<file path="config.mk">
export PLATFORM = sky130hd
export DESIGN_NAME = nnrv_mem_arb
export DESIGN_NICKNAME = d
export VERILOG_FILES = /design/src/rtl/nnrv_mem_arb.sv
export SDC_FILE = /design/constraint.sdc
export NUM_CORES = 1
export LEC_CHECK = 0
export BUFFER_PORTS_ARGS = -buffer_cell sky130_fd_sc_hd__buf_2
export CORE_AREA = 2 2 87 89
export CTS_CLUSTER_SIZE = 40
export DETAILED_ROUTE_END_ITERATION = 10
export DIE_AREA = 0 0 89 91
export HOLD_SLACK_MARGIN = 0.15
export REMOVE_ABC_BUFFERS = 1
export SKIP_CTS_REPAIR_TIMING = 1
export SYNTH_ARGS = -nofsm -noshare
export SYNTH_HDL_FRONTEND = slang
export SYNTH_SLANG_ARGS = --single-unit
</file>
<file path="constraint.sdc">
create_clock -name i_clk -period 3.8 [get_ports i_clk]
set_clock_uncertainty 0.05 [all_clocks]
set_input_delay 0.76 -clock i_clk [delete_from_list [all_inputs] [get_ports i_clk]]
set_output_delay 0.76 -clock i_clk [all_outputs]
set_load 0.05 [all_outputs]
</file>
<file path="src/rtl/nnrv_mem_arb.sv">
// Single-port memory arbiter for the nnrv core: fixed-priority DBG > MEM > IF
// with an IF starvation guard, debug halt and a registered read-return tag.
module nnrv_mem_arb #(
  parameter int ADDR_WIDTH = 8,
  parameter int XLEN       = 32,
  parameter int STARVE_MAX = 4
) (
  input  logic                  i_clk,
  input  logic                  i_rst,
  input  logic                  i_if_req,
  input  logic                  i_mem_req,
  input  logic                  i_dbg_req,
  input  logic                  i_mem_we,
  input  logic                  i_dbg_we,
  input  logic [ADDR_WIDTH-1:0] i_if_addr,
  input  logic [ADDR_WIDTH-1:0] i_mem_addr,
  input  logic [ADDR_WIDTH-1:0] i_dbg_addr,
  input  logic [3:0]            i_if_mask,
  input  logic [3:0]            i_mem_mask,
  input  logic [3:0]            i_dbg_mask,
  input  logic [XLEN-1:0]       i_mem_wdata,
  input  logic [XLEN-1:0]       i_dbg_wdata,
  input  logic                  i_dbg_halt,
  output logic                  o_if_gnt,
  output logic                  o_mem_gnt,
  output logic                  o_dbg_gnt,
  output logic                  o_if_rvalid,
  output logic                  o_mem_rvalid,
  output logic                  o_dbg_rvalid,
  output logic [XLEN-1:0]       o_rdata,
  output logic                  o_ram_en,
  output logic                  o_ram_we,
  output logic [ADDR_WIDTH-1:0] o_ram_addr,
  output logic [3:0]            o_ram_mask,
  output logic [XLEN-1:0]       o_ram_wdata,
  input  logic [XLEN-1:0]       i_ram_rdata
);

  typedef enum logic [1:0] {
    TAG_NONE = 2'd0,
    TAG_IF   = 2'd1,
    TAG_MEM  = 2'd2,
    TAG_DBG  = 2'd3
  } rd_tag_e;

  logic [7:0] starve_cnt;
  logic       if_promoted;
  rd_tag_e    rd_tag;
  rd_tag_e    rd_tag_nxt;

  assign if_promoted = (starve_cnt == 8'(STARVE_MAX));

  always_comb begin
    // NOTE: every output gets a default first so no path through the
    // if/else tree can leave it unassigned and infer a latch.
    o_if_gnt  = 1'b0;
    o_mem_gnt = 1'b0;
    o_dbg_gnt = 1'b0;
    if (!i_rst) begin
      if (i_dbg_req) begin
        o_dbg_gnt = 1'b1;
      end else if (!i_dbg_halt) begin
        if (if_promoted) begin
          if (i_if_req)       o_if_gnt  = 1'b1;
          else if (i_mem_req) o_mem_gnt = 1'b1;
        end else begin
          if (i_mem_req)      o_mem_gnt = 1'b1;
          else if (i_if_req)  o_if_gnt  = 1'b1;
        end
      end
    end
  end

  // The winner's command drives the RAM in the grant cycle; idle drives zero.
  always_comb begin
    o_ram_en    = o_if_gnt | o_mem_gnt | o_dbg_gnt;
    o_ram_we    = 1'b0;
    o_ram_addr  = '0;
    o_ram_mask  = '0;
    o_ram_wdata = '0;
    rd_tag_nxt  = TAG_NONE;
    if (o_dbg_gnt) begin
      o_ram_we    = i_dbg_we;
      o_ram_addr  = i_dbg_addr;
      o_ram_mask  = i_dbg_mask;
      o_ram_wdata = i_dbg_wdata;
      if (!i_dbg_we) rd_tag_nxt = TAG_DBG;
    end else if (o_mem_gnt) begin
      o_ram_we    = i_mem_we;
      o_ram_addr  = i_mem_addr;
      o_ram_mask  = i_mem_mask;
      o_ram_wdata = i_mem_wdata;
      if (!i_mem_we) rd_tag_nxt = TAG_MEM;
    end else if (o_if_gnt) begin
      o_ram_addr  = i_if_addr;
      o_ram_mask  = i_if_mask;
      rd_tag_nxt  = TAG_IF;
    end
  end

  always_ff @(posedge i_clk) begin
    // NOTE: registered state uses non-blocking assignments so every flop
    // samples the pre-edge values regardless of statement order.
    if (i_rst) begin
      starve_cnt <= 8'd0;
      rd_tag     <= TAG_NONE;
    end else begin
      rd_tag <= rd_tag_nxt;
      // Halt freezes the count so IF is not promoted by time spent halted.
      if (!i_dbg_halt) begin
        if (!i_if_req || o_if_gnt)
          starve_cnt <= 8'd0;
        else if (!if_promoted)
          starve_cnt <= starve_cnt + 8'd1;
      end
    end
  end

  assign o_if_rvalid  = (rd_tag == TAG_IF);
  assign o_mem_rvalid = (rd_tag == TAG_MEM);
  assign o_dbg_rvalid = (rd_tag == TAG_DBG);
  assign o_rdata      = i_ram_rdata;

endmodule

</file>
==> results.py <==
metrics = {
    "hold_path": {
        "worstHoldStart": "starve_cnt[0]",
        "min_path_cells": 2,
        "hp-class": "register to register",
        "hold_end": "starve_cnt[0]",
    },
    "logic_synthesis": {
        "ys_top_cells_by_count": "33 x a22o_1, 33 x buf_4, 16 x nor2_1",
        "synth_warnings": 0,
        "async_flop_share_pct": 0,
        "seq_area_frac_synth_pct": 13.5,
        "netlist_instances": 196,
        "syn_avg_cell_area_sq_um": 7.59,
        "ys_ff_latch": 10,
        "synth_top_area_share_pct": 19.4,
        "synth_cell_types": 38,
        "yosys.area.top_type": "a22o_1",
        "ys.flop_type": "dfxtp_1",
        "synth_area_leaders": "a22o_1 19%, buf_4 17%, dfxtp_1 13%, a32oi_1 7.1%, a21oi_1 4.7%",
        "syn_area_sq_um": 1490,
        "synth_edf_count": 0,
    },
    "global_route": {
        "grt_max_degree": 37,
        "grt_pass1_wl_um": 10800,
        "overflow": 0,
        "grt_pass1_vias": 1957,
        "grtUsageTotal_pct": 17.6,
        "antenna_found_initial": 0,
    },
    "critical_path": {
        "crit_buf_inv": 3,
        "crit_family": "compound AO/OA/AOI/OAI gates",
        "critPathKind": "register to output port",
        "max_stage_delay_ns": 0.51,
        "critical_path_arrival_ns": 2.57,
        "critPathLaunchType": "register",
        "crit_required_ns": 2.99,
        "crit_chain": "inv_1 -> ha_1 -> or4b_4 -> o311a_2 -> buf_4 -> a22o_1 -> buf_2",
        "reg2reg_to": "starve_cnt[2]",
        "timing.rr.start": "starve_cnt[0]",
        "slowest_stage": "o311a_2",
        "worstSetupStartpoint": "starve_cnt[0]",
        "cp-end-kind": "output port",
        "r2r_slack_ns": 1.54,
        "rr_worst_depth": 7,
        "worstPathMaxFanout": 36,
    },
    "floorplan": {
        "core_area_sq_um": 7140,
        "die_h_um": 91,
        "fp-row-count": 31,
        "ios": 224,
        "dieArea_sq_um": 8100,
        "start_util_pct": 20.8,
        "die_x_um": 89,
    },
    "clock_network": {
        "ctsLongestPathBuffers": 2,
        "cts_sinks": 10,
        "cts_root_buf": "clkbuf_8",
        "clk_latency_ns": 0.24,
        "cts_made_buffers": 3,
        "cts.reportedPaths.clkPinSlew_ns": 0.05,
        "cts_max_level": 1,
        "cts_tree": "done",
    },
    "sta": {
        "fmax_mhz": 296,
        "finalHoldViolCount": 0,
        "rsz0062_at_grt": "false",
        "setup_viol": 0,
        "fin_ws_ns": 0.418,
        "relSlewSlack_pct": 50.4,
        "fin_hold_ws_ns": 0.465,
        "worst_pin_slew_ns": 0.733,
        "fin_crit_ns": 3.38,
        "post-route-period-util_pct": 89.0,
        "slew_viol_final": 0,
    },
    "pwr": {
        "switchingPower_mw": 0.234,
        "intPower_mw": 0.294,
        "leakage_nw": 1.17,
        "sequentialPowerShare_pct": 20.5,
        "ir_drop_mv": 0.0719,
        "power.density_nw_per_um2": 238,
        "p_comb_share_pct": 53.5,
        "power_frac_clock_pct": 25.9,
        "swShare_pct": 44.3,
    },
    "finish": {
        "nNetsFinal": 463,
        "antenna_cells": 0,
        "seq_area_sq_um": 200,
        "area_growth_pct": 49.1,
        "layout.cells.non_filler": 419,
        "multi_input_area_sq_um": 938,
        "final_core_util_pct": 31.1,
        "drive_above_1_share_pct": 54.7,
        "num-fill-cells": 805,
    },
    "route": {
        "drt_iter0_drc": 113,
        "drcViolationCount": 0,
        "wl_um": 7490,
        "vias": 2079,
        "viasPerCell": 4.96,
        "drt-wirelength-per-cell_um": 17.9,
        "firstDrtPassIters": 4,
        "antenna_left": 0,
    },
    "place": {
        "portBuffers": 159,
        "dp.cells": 415,
        "gp_congestion": 0.944,
        "dpl.hpwl_um": 6290,
        "dpl_worst_slack_ns": 0.530,
    },
    "outcome": {
        "status": "complete, no violations",
    },
    "run": {
        "maxCapViolCount": 0,
    },
}
## routing by layer
metal / global-route usage [%] / share of wire [%] / wire [um] / vias to the layer above
met2: 24.6 / 43 / 3260 / 165
li1: - / - / - / 979
met3: 10.5 / 15 / 1100 / 6
met1: 23.4 / 41 / 3070 / 929
met4: 2.61 / 0.84 / 63 / 0
met5: 6.29 / 0 / 0 / -
## tightest hold or removal path, stage by stage, from the launching register on
cell and delay [ns]:
dfxtp_1 0.34, nand2b_1 0.08, a21oi_1 0.05
## final cells by class
| type | instances | share of cell area, % |
|---|---|---|
| clock buffers | 4 | 2.48 |
| inverters | 6 | 1.02 |
| multi-input cells | 134 | 42.3 |
| flip-flops and latches | 10 | 9.02 |
| well taps | 99 | 5.58 |
| repair buffers | 166 | 39.6 |
## metrics by stage
stage / total power, mW / cell area [sq um] / setup TNS [ns]
global placement: 0.393 / 2160 / 0
finish: 0.528 / 2220 / 0
CTS: 0.532 / 2220 / 0
detailed placement: 0.394 / 2160 / 0
global route: 0.557 / 2220 / 0
floorplan: 0.278 / 1160 / -11.82
## cells by family after synthesis
logic type / count (synthesis) / synth area share (%)
and+or+nand+nor: 49 / 17.2
DFF: 10 / 13.5
AOI/OAI and AO/OA: 83 / 44.2
adders and majority gates: 2 / 1.68
buffers and inverters: 52 / 23.5
## registers in the layout (all words and copies together), names as in the netlist
signal and cells:
starve_cnt 8, rd_tag 2
## power by group through the flow
stage               clock, mW  combinational (mW)  sequential [mW]
finish                  0.137               0.283            0.108
global route            0.148               0.300            0.109
CTS                     0.140               0.284            0.109
detailed placement          0               0.283            0.111
global placement            0               0.283            0.111
floorplan                   0               0.168            0.110
## layout by cell type, fill, tap and decap left out
master	netlist	final
nor3b_1	1	1
o21ai_2	1	1
and2_1	1	1
a211oi_1	4	4
nor3_1	5	5
ha_1	2	2
nor4b_1	1	1
o31ai_1	1	1
buf_12	0	2
a32oi_1	12	12
inv_1	5	5
nor4_1	2	2
a311oi_1	2	2
dfxtp_1	10	10
or4b_4	1	1
a211o_1	6	6
or3_1	2	2
nor2b_1	2	2
or2_2	1	1
a31oi_1	2	2
a311o_1	1	1
o21bai_1	1	1
clkbuf_8	0	4
buf_4	33	7
a2111oi_0	1	1
nand2b_1	5	5
or3b_2	1	1
o21ai_0	2	2
o311a_2	0	1
nor2_1	16	16
a41oi_1	2	2
nand3_1	3	3
clkinv_1	1	1
a22o_1	33	33
nand2_1	7	7
buf_2	1	157
nand4b_1	1	1
a21oi_1	14	14
## worst max-delay path by stage
stage	end	slack [ns]	cells past startpoint
floorplan	o_ram_addr[0]	-0.51	4
CTS	o_ram_wdata[31]	0.40	7
global placement	o_ram_wdata[24]	0.57	6
detailed placement	o_ram_wdata[31]	0.53	6
global route	o_ram_addr[6]	0.30	7
finish	o_ram_wdata[11]	0.42	7
Note: power is estimated with default switching activity, not from simulation.
